===== config.mk =====
export PLATFORM = sky130hd
export DESIGN_NAME = multicycle_control
export DESIGN_NICKNAME = d
export VERILOG_FILES = /design/src/rtl/multicycle_control.sv
export SDC_FILE = /design/constraint.sdc
export NUM_CORES = 1
export LEC_CHECK = 0
export BUFFER_PORTS_ARGS = -buffer_cell sky130_fd_sc_hd__buf_2
export CAP_MARGIN = 15
export CORE_AREA = 5 5 42 44
export DETAILED_ROUTE_END_ITERATION = 10
export DIE_AREA = 0 0 47 49
export PLACE_DENSITY = 0.69
export SLEW_MARGIN = 20
export SYNTH_ARGS = -nofsm -noshare
export SYNTH_HDL_FRONTEND = slang
export SYNTH_SLANG_ARGS = --single-unit

===== constraint.sdc =====
create_clock -name clk -period 1.8 [get_ports clk]
set_input_delay 0.27 -clock clk [delete_from_list [all_inputs] [get_ports clk]]
set_output_delay 0.27 -clock clk [all_outputs]
set_load 0.005 [all_outputs]

===== src/rtl/multicycle_control.sv =====
// Multicycle CPU main control FSM: sequences fetch/decode/execute/memory/writeback
// and decodes datapath controls from the current state. Define CTRL_JUMP_EN for j support.
module multicycle_control (
  input  logic       clk,
  input  logic       rst_n,
  input  logic [5:0] opcode,
  input  logic       mem_ready,
  output logic       PCWrite,
  output logic       PCWriteCond,
  output logic       IorD,
  output logic       MemRead,
  output logic       MemWrite,
  output logic       MemtoReg,
  output logic       IRWrite,
  output logic       ALUSrcA,
  output logic       RegWrite,
  output logic       RegDst,
  output logic [1:0] PCSource,
  output logic [1:0] ALUSrcB,
  output logic [1:0] ALUOp,
  output logic       illegal_op,
  output logic [3:0] state
);

  typedef enum logic [3:0] {
    FETCH     = 4'd0,
    DECODE    = 4'd1,
    MEM_ADDR  = 4'd2,
    MEM_READ  = 4'd3,
    MEM_WB    = 4'd4,
    MEM_WRITE = 4'd5,
    EXECUTE   = 4'd6,
    R_WB      = 4'd7,
    BRANCH    = 4'd8,
    JUMP      = 4'd9
  } state_t;

  localparam logic [5:0] OP_RTYPE = 6'b000000;
  localparam logic [5:0] OP_LW    = 6'b100011;
  localparam logic [5:0] OP_SW    = 6'b101011;
  localparam logic [5:0] OP_BEQ   = 6'b000100;
  localparam logic [5:0] OP_J     = 6'b000010;

  state_t cur_st;
  state_t nxt_st;
  logic   op_legal;

  always_ff @(posedge clk or negedge rst_n) begin
    if (!rst_n) cur_st <= FETCH;
    else        cur_st <= nxt_st;
  end

  always_comb begin
    op_legal = 1'b0;
    case (opcode)
      OP_RTYPE, OP_LW, OP_SW, OP_BEQ: op_legal = 1'b1;
`ifdef CTRL_JUMP_EN
      OP_J:                           op_legal = 1'b1;
`endif
      default:                        op_legal = 1'b0;
    endcase
  end

  always_comb begin
    nxt_st = FETCH;
    case (cur_st)
      FETCH:     nxt_st = mem_ready ? DECODE : FETCH;
      DECODE: begin
        case (opcode)
          OP_RTYPE:     nxt_st = EXECUTE;
          OP_LW, OP_SW: nxt_st = MEM_ADDR;
          OP_BEQ:       nxt_st = BRANCH;
`ifdef CTRL_JUMP_EN
          OP_J:         nxt_st = JUMP;
`endif
          default:      nxt_st = FETCH;
        endcase
      end
      MEM_ADDR:  nxt_st = (opcode == OP_LW) ? MEM_READ : MEM_WRITE;
      MEM_READ:  nxt_st = mem_ready ? MEM_WB : MEM_READ;
      MEM_WB:    nxt_st = FETCH;
      MEM_WRITE: nxt_st = mem_ready ? FETCH : MEM_WRITE;
      EXECUTE:   nxt_st = R_WB;
      R_WB:      nxt_st = FETCH;
      BRANCH:    nxt_st = FETCH;
`ifdef CTRL_JUMP_EN
      JUMP:      nxt_st = FETCH;
`endif
      default:   nxt_st = FETCH;
    endcase
  end

  // Controls are decoded from state; rst_n gates them so a reset mid-access
  // drops every write/read strobe at once rather than at the next edge.
  always_comb begin
    PCWrite     = 1'b0;
    PCWriteCond = 1'b0;
    IorD        = 1'b0;
    MemRead     = 1'b0;
    MemWrite    = 1'b0;
    MemtoReg    = 1'b0;
    IRWrite     = 1'b0;
    ALUSrcA     = 1'b0;
    RegWrite    = 1'b0;
    RegDst      = 1'b0;
    PCSource    = 2'b00;
    ALUSrcB     = 2'b00;
    ALUOp       = 2'b00;
    illegal_op  = 1'b0;
    if (rst_n) begin
      case (cur_st)
        FETCH: begin
          MemRead = 1'b1;
          ALUSrcB = 2'b01;
          PCWrite = mem_ready;
          IRWrite = mem_ready;
        end
        DECODE: begin
          ALUSrcB    = 2'b11;
          illegal_op = ~op_legal;
        end
        MEM_ADDR: begin
          ALUSrcA = 1'b1;
          ALUSrcB = 2'b10;
        end
        MEM_READ: begin
          MemRead = 1'b1;
          IorD    = 1'b1;
        end
        MEM_WB: begin
          MemtoReg = 1'b1;
          RegWrite = 1'b1;
        end
        MEM_WRITE: begin
          IorD     = 1'b1;
          MemWrite = 1'b1;
        end
        EXECUTE: begin
          ALUSrcA = 1'b1;
          ALUOp   = 2'b10;
        end
        R_WB: begin
          RegDst   = 1'b1;
          RegWrite = 1'b1;
        end
        BRANCH: begin
          ALUSrcA     = 1'b1;
          ALUOp       = 2'b01;
          PCWriteCond = 1'b1;
          PCSource    = 2'b01;
        end
`ifdef CTRL_JUMP_EN
        JUMP: begin
          PCWrite  = 1'b1;
          PCSource = 2'b10;
        end
`endif
        default: ;
      endcase
    end
  end

  assign state = cur_st;

endmodule

==> run_results.csv, run 1 <==
group,metric,value,unit
status,status,"complete, no violations",
clock_network,clk_pin_slew_worst_paths,40,ps
worst_hold_path,hp-class,"in2reg",
clock_network,clock_path_buffers,2,
synthesis,synthArstFlopShare,100,%
power,swShare,30.4,%
power,ir_drop,0.353,mV
power,combPwrFrac,27.8,%
flow_run,drv_cap,0,
layout,final_cell_mix,"buf_2, nor2_1, a21oi_1, nand2_1",
sta,setup_viol,0,
layout,nFillCells,163,
setup_path,cp.required,1530,ps
setup_path,critPathCaptureType,"output pin",
drt,wirelength,1270,um
floorplanning,fp-row-count,14,
layout,layout-drive-gt1-share,34.0,%
synthesis,ys_seq_area_share,20.6,%
synthesis,ys_seq_elements,4,
power,intPower,0.000207,W
global_route,grt_pass1_wl,2200,um
place,place_hpwl,1020,um
layout,seq_area,100,sq um
drt,route.detailed.drc,0,
setup_path,cp_top_family,"flip-flops",
drt,vias_per_cell,5.04,
synthesis,netlist_area,487,sq um
sta,max_freq,602,MHz
synthesis,synth_flop_cell,"dfrtp_1",
layout,multi_input_area,323,sq um
power,seq_power_share,35.3,%
floorplanning,coreArea,1400,sq um
drt,antenna_left,0,
synthesis,synth_edf_count,0,
floorplanning,die_y,49,um
layout,fin_util,45.0,%
drt,dr.first_iter.drc_count,11,
setup_path,criticalPathCategory,"reg2out",
synthesis,synth_area_leader_cell,"dfrtp_1",
sta,fin_skew,0.875,ps
setup_path,path_cells,"nor2_1, nand2_1, a21oi_1, buf_2",
setup_path,slowest_stage,"dfrtp_1",
synthesis,ys_top_cells_by_area,"dfrtp_1, buf_4, a21oi_1",
setup_path,cpPeakStageDelay,480,ps
place,io_buffers,28,
floorplanning,die_area,2300,sq um
clock_network,cts_tree,"done",
global_route,antenna_found_initial,0,
layout,syn2layout_area_growth,29.6,%
global_route,grt_use_total,12.6,%
sta,fin_crit,1660,ps
layout,diodes,0,
global_route,gr-total-overflow,0,
setup_path,start_kind,"flip-flop",
clock_network,cts_buffers,3,
sta,rsz0062_at_grt,"no",
global_route,grt_max_degree,14,
power,switchingPower,0.0000906,W
synthesis,yosysUniqueCellTypes,27,
synthesis,yosysWarnings,0,
sta,hold_ws,241,ps
power,power.density,472,nW/um^2
synthesis,synthCells,68,
global_route,grt-busiest-layer,"met2",
clock_network,clock_latency,230,ps
sta,maxSlewViolCount,0,
floorplanning,start_util,34.7,%
setup_path,cp_num_buf_inv,1,
global_route,grtUsageMet2,20.1,%
synthesis,syn_area_per_cell,7.16,sq um
clock_network,clockRootBuffer,"clkbuf_4",
floorplanning,io_pins,30,
clock_network,clkSinkCount,4,
layout,nets,105,
clock_network,htreeDepth,1,
place,place.gp.congestion,0.795,
power,p_leak,0.321,nW
power,clkPwrFrac,36.9,%
floorplanning,die_w,47,um
drt,dr.pass1.iters,4,
global_route,gr-usage-met3,5.90,%
layout,final_common_cell,"buf_2",
setup_path,path_max_fanout,13,
layout,largest_reg_flops,4,
sta,hold_viol_final,0,
drt,vias,554,
sta,finalSetupTns,0,ps
setup_path,worst_ep_arrival_time,1390,ps
synthesis,syn-num-nets,77,
synthesis,synth_top_area_share,20.6,%
drt,wl_per_cell,11.5,um
global_route,grt_pass1_vias,503,
sta,finalCritPeriodShare,92.3,%
global_route,use_met1,15.0,%
## worst reg2reg max path, stage by stage, from the launching register on
cell and delay (ps):
dfrtp_1 520, and2b_1 260, and3_1 150, a221o_1 320
## synthesized netlist by cell type (2+ instances only)
cell / count
nor2_1: 9
o211ai_1: 2
nand3b_1: 2
dfrtp_1: 4
a21oi_1: 7
nand2b_1: 3
or2b_1: 2
nand3_1: 2
inv_1: 4
nor3_1: 4
buf_4: 5
and3_1: 3
nand2_1: 7
## final timing paths
kind	end	slack (ps)	depth (start not counted)	from
setup / recovery	ALUSrcB[1]	140	4	state[2]
hold / removal	state[3]	240	2	opcode[4]
setup reg to reg	state[2]	420	3	state[1]
hold reg to reg	state[0]	690	2	state[3]
max in group asynchronous	state[0]	1150	2	rst_n
min in group asynchronous	state[3]	470	2	rst_n
## final cells by class
class,instances,share of cell area [%]
Timing Repair Buffer,29,23.8
Inverter,4,2.38
Clock buffer,3,3.57
Tap cell,16,3.17
Multi-Input combinational cell,54,51.2
Sequential cell,4,15.9
## cell families after synthesis
logic type	after synthesis	synth area share [%]
AND/OR/NAND/NOR	39	46.0
AO/OA/AOI/OAI	14	19.5
buffers and inverters	10	13.1
flip-flops	4	20.6
other	1	0.770
## through the flow
stage                     cells  cell area [sq um]  total power [W]  worst slack, ps
after floorplan              68                487         0.000157              420
after global placement      106                598         0.000187              377
after detailed placement    106                598         0.000189              359
after CTS                   110                631         0.000306              131
after global routing        110                631         0.000328             13.5
final                       110                631         0.000298              138
## layer usage
metal,vias to the layer above,routed length (um)
met5,-,0
met4,0,0
met3,0,124
met2,20,647
met1,248,494
li1,286,-
## power groups by stage
| stage | Clock, W | Sequential (W) | Combinational, W |
|---|---|---|---|
| 6_report | 0.000110 | 0.000105 | 0.0000829 |
| 5_1_grt | 0.000127 | 0.000106 | 0.0000945 |
| 3_5_place_dp | 0 | 0.000107 | 0.0000822 |
| 2_1_floorplan | 0 | 0.0000991 | 0.0000582 |
| 4_1_cts | 0.000116 | 0.000105 | 0.0000844 |
| 3_3_place_gp | 0 | 0.000106 | 0.0000809 |
## what timing repair did
| item | CTS | global route |
|---|---|---|
| buffers inserted | 0 | 0 |
| hold buffers | 1 | 0 |
| gates resized for setup | 0 | 0 |
| endpoints found under the hold margin | 4 | 0 |
Note: power is estimated with default switching activity, not from simulation.
==> run 2: changes to the inputs <==
--- a/config.mk
+++ b/config.mk
@@ -7,10 +7,10 @@
 export LEC_CHECK = 0
 export BUFFER_PORTS_ARGS = -buffer_cell sky130_fd_sc_hd__buf_2
 export CAP_MARGIN = 15
-export CORE_AREA = 5 5 42 44
+export CORE_AREA = 5 5 47 49
 export DETAILED_ROUTE_END_ITERATION = 10
-export DIE_AREA = 0 0 47 49
-export PLACE_DENSITY = 0.69
+export DIE_AREA = 0 0 52 54
+export PLACE_DENSITY = 0.56
 export SLEW_MARGIN = 20
 export SYNTH_ARGS = -nofsm -noshare
 export SYNTH_HDL_FRONTEND = slang
==> run_results.csv, run 2 (synthesized netlist as in run 1, its figures left out) <==
group,metric,value,unit
sta,finalCritPeriodShare,93.0,%
clock_network,cts_tree,"done",
setup_path,path_depth,4,
layout,diodes,0,
setup_path,rr_worst_depth,3,
layout,largest_reg_flops,4,
sta,hold_viol_final,0,
drt,dr.first_iter.drc_count,12,
layout,finalNonFillerCells,121,
sta,layout_setup_ws,125,ps
floorplanning,die_area,2810,sq um
global_route,grt_max_degree,14,
setup_path,criticalPathCategory,"reg2out",
sta,rsz0062_at_grt,"no",
drt,antenna_left,0,
setup_path,cp_num_buf_inv,1,
setup_path,cp_top_family,"simple AND/OR/NAND/NOR gates",
global_route,gr-total-overflow,0,
layout,layout-drive-gt1-share,35.1,%
clock_network,clock_latency,240,ps
setup_path,critPathCaptureType,"output pin",
setup_path,slowest_stage,"dfrtp_1",
sta,fin_crit,1670,ps
floorplanning,coreArea,1820,sq um
floorplanning,die_y,54,um
drt,dr.pass1.iters,4,
layout,final_common_cell,"buf_2",
sta,setup_viol,0,
global_route,grt_pass1_vias,513,
global_route,grt_use_total,10.4,%
sta,finalSetupTns,0,ps
drt,wirelength,1360,um
floorplanning,start_util,26.7,%
setup_path,path_cells,"nor2b_1, nand2_1, nor3_1, buf_2",
floorplanning,io_pins,30,
setup_path,cp.required,1530,ps
power,ir_drop,0.381,mV
place,io_buffers,28,
drt,wl_per_cell,11.2,um
setup_path,worst_ep_arrival_time,1400,ps
worst_hold_path,min_path_cells,2,
clock_network,clockRootBuffer,"clkbuf_4",
clock_network,cts_buffers,3,
clock_network,post_cts_buffers,0,
place,pre_cts_ws,366,ps
place,place.gp.congestion,0.786,
drt,vias,553,
setup_path,path_max_fanout,7,
sta,max_freq,597,MHz
setup_path,start_kind,"flip-flop",
place,place_inst,117,
layout,nets,105,
layout,syn2layout_area_growth,32.9,%
flow_run,drv_cap,0,
clock_network,htreeDepth,1,
setup_path,cpPeakStageDelay,440,ps
status,status,"complete, no violations",
sta,fin_skew,2.71,ps
floorplanning,fp-row-count,16,
sta,maxSlewViolCount,0,
place,place_hpwl,1060,um
power,power.density,470,nW/um^2
clock_network,clock_path_buffers,2,
power,p_leak,0.322,nW
clock_network,clkSinkCount,4,
worst_hold_path,hp-class,"in2reg",
drt,route.detailed.drc,0,
global_route,antenna_found_initial,0,
drt,vias_per_cell,4.57,
global_route,grt_pass1_wl,2200,um
layout,nFillCells,202,
layout,final_cell_mix,"buf_2, nor2_1, a21oi_1, nand2_1",
clock_network,clk_pin_slew_worst_paths,40,ps
floorplanning,die_w,52,um
## run 2: cell counts in the layout (fill, tap and decap cells not counted)
No cell type changed its count.
## run 2: per-stage QoR
step	utilization (%)	total power [W]	hold slack [ps]	area [sq um]
final	35.5	0.000304	238	647
after global routing	35.5	0.000329	255	647
after CTS	35.4	0.000309	229	644
after detailed placement	33.6	0.000189	109	612
after global placement	33.6	0.000188	111	612
after floorplan	-	0.000157	-25.6	487
## run 2: path summary, 6_finish.rpt
path | from | to | slack (ps)
hold reg to reg | state[3] | state[0] | 700
setup reg to reg | state[1] | state[2] | 420
setup / recovery | state[3] | MemtoReg | 130
hold / removal | opcode[4] | state[3] | 240
max in group asynchronous | rst_n | state[0] | 1150
min in group asynchronous | rst_n | state[3] | 470
## run 2: where the power goes
group | switching [W] | leakage (nW) | internal, W | total (W)
logic | 0.0000451 | 0.254 | 0.0000389 | 0.0000840
registers | 0.0000121 | 0.0542 | 0.0000940 | 0.000106
clock network | 0.0000393 | 0.0138 | 0.0000748 | 0.000114
total | 0.0000965 | 0.322 | 0.000208 | 0.000304
## run 2: layout make-up
type                    instances  area [sq um]  share of cell area, %
well taps                      27          33.8                   5.22
clock buffers                   3          22.5                   3.48
repair buffers                 29           150                   23.2
flip-flops and latches          4           100                   15.5
inverters                       4          15.0                   2.32
multi-input cells              54           325                   50.3
## run 2: worst reg2reg max path, cell delays in order (launching register included)
cell	delay, ps
dfrtp_1	530
and2b_1	270
and3_1	150
a221o_1	310
## run 2: repair_timing
action | CTS | global route
gates resized for setup | 0 | 1
hold buffers | 1 | 0
hold endpoints to repair | 4 | 0
setup endpoints to repair | 0 | 1
## run 2: layer usage
layer	part of all wire, %	vias to the layer above	global-route usage [%]
met1	45	246	12.3
met5	0	-	0
met2	46	21	17.4
li1	-	286	-
met4	0	0	1.31
met3	9.3	0	5.26
==> run 3: changes to the inputs <==
--- a/config.mk
+++ b/config.mk
@@ -7,9 +7,10 @@
 export LEC_CHECK = 0
 export BUFFER_PORTS_ARGS = -buffer_cell sky130_fd_sc_hd__buf_2
 export CAP_MARGIN = 15
-export CORE_AREA = 5 5 47 49
+export CORE_AREA = 2 2 44 46
+export CTS_BUF_LIST = sky130_fd_sc_hd__clkbuf_8
 export DETAILED_ROUTE_END_ITERATION = 10
-export DIE_AREA = 0 0 52 54
+export DIE_AREA = 0 0 46 48
 export PLACE_DENSITY = 0.56
 export SLEW_MARGIN = 20
 export SYNTH_ARGS = -nofsm -noshare
==> run_results.csv, run 3 (synthesized netlist as in run 1, its figures left out) <==
group,metric,value,unit
status,status,"complete, no violations",
layout,nets,105,
global_route,grt_max_degree,14,
worst_hold_path,hp-start,"opcode[4]",
global_route,grt_pass1_wl,1830,um
drt,wirelength,1210,um
floorplanning,die_y,48,um
setup_path,start_kind,"flip-flop",
layout,layout-drive-gt1-share,35.1,%
sta,finalCritPeriodShare,88.2,%
global_route,grt_pass1_vias,423,
place,place.gp.congestion,0.752,
setup_path,criticalPathCategory,"reg2out",
drt,route.detailed.drc,0,
global_route,gr-total-overflow,0,
floorplanning,coreArea,1690,sq um
flow_run,drv_cap,0,
setup_path,r2r_setup_slack,400,ps
sta,finalSetupTns,0,ps
sta,maxSlewViolCount,0,
clock_network,cts_buffers,3,
sta,max_freq,630,MHz
clock_network,post_cts_buffers,0,
worst_hold_path,min_path_cells,2,
place,placedInstanceArea,599,sq um
floorplanning,start_util,28.8,%
layout,final_cell_mix,"buf_2, nor2_1, a21oi_1, nand2_1",
sta,setup_viol,0,
layout,largest_reg_flops,4,
floorplanning,io_pins,30,
setup_path,path_max_fanout,13,
layout,finalNonFillerCells,111,
setup_path,rr_startpoint,"state[1]",
setup_path,reg2reg_to,"state[2]",
clock_network,clockRootBuffer,"clkbuf_8",
drt,vias_per_cell,5.08,
drt,vias,564,
worst_hold_path,min_to,"state[3]",
worst_hold_path,hp-class,"in2reg",
setup_path,cp.required,1530,ps
power,ir_drop,0.517,mV
layout,diodes,0,
sta,hold_ws,254,ps
drt,wl_per_cell,10.9,um
floorplanning,die_w,46,um
setup_path,critPathCaptureType,"output pin",
layout,syn2layout_area_growth,34.2,%
drt,dr.pass1.iters,4,
setup_path,rr_worst_depth,3,
place,place_inst,107,
power,p_leak,0.330,nW
sta,fin_skew,4.57,ps
layout,final_area,653,sq um
place,place_hpwl,925,um
clock_network,clkSinkCount,4,
clock_network,cts_tree,"done",
layout,final_common_cell,"buf_2",
sta,rsz0062_at_grt,"no",
clock_network,clk_pin_slew_worst_paths,30,ps
drt,dr.first_iter.drc_count,11,
clock_network,clock_path_buffers,2,
clock_network,clock_latency,220,ps
drt,antenna_left,0,
setup_path,worst_ep_arrival_time,1320,ps
place,io_buffers,28,
power,power.density,580,nW/um^2
global_route,antenna_found_initial,0,
clock_network,htreeDepth,1,
floorplanning,fp-row-count,15,
global_route,grt_use_total,11.8,%
sta,hold_viol_final,0,
layout,nFillCells,183,
floorplanning,die_area,2210,sq um
sta,fin_crit,1590,ps
run 3: changes by cell type in the layout (fill, tap and decap cells not counted):
cell,previous run,this run
clkbuf_8,0,3
clkbuf_4,3,0
run 3: final cells by class:
class / count / area [sq um] / share of cell area [%]
Clock buffer: 3 / 41.3 / 6.32
Timing Repair Buffer: 29 / 150 / 23.0
Tap cell: 17 / 21.3 / 3.26
Inverter: 4 / 15.0 / 2.30
Sequential cell: 4 / 100 / 15.3
Multi-Input combinational cell: 54 / 325 / 49.8
run 3: metal layers:
layer | share of wire (%) | track usage (%)
met1 | 44 | 15.2
met2 | 46 | 17.2
met3 | 8.9 | 6.04
met4 | 0 | 3.43
met5 | 0 | 0
run 3: critical path, cell delays in order, from the launching register on:
cell and delay (ps):
dfrtp_1 540, nor2_1 110, and2_1 160, and3_1 180, buf_2 120
run 3: worst max path at each step:
stage | start | to | cells past startpoint
after global routing | state[3] | MemtoReg | 4
after global placement | opcode[1] | illegal_op | 5
final | state[1] | IRWrite | 4
after CTS | state[2] | ALUSrcB[1] | 4
after detailed placement | opcode[1] | illegal_op | 5
after floorplan | state[1] | PCWrite | 5
run 3: repair_timing:
action,4_1_cts,5_1_grt
endpoints found under the hold margin,4,0
endpoints found under the setup margin,0,1
hold buffers,1,0
gates resized for setup,0,1
run 3: power by group:
part | internal (W) | switching, W
Sequential | 0.0000942 | 0.0000119
Clock | 0.000143 | 0.0000472
Combinational | 0.0000389 | 0.0000441
Total | 0.000276 | 0.000103
run 3: stage by stage:
stage | setup WS, ps | util (%) | power (W)
floorplan | 420 | - | 0.000157
global placement | 380 | 35.5 | 0.000188
detailed placement | 378 | 35.5 | 0.000189
CTS | 153 | 38.5 | 0.000385
global route | 78.7 | 38.7 | 0.000407
finish | 212 | 38.7 | 0.000379
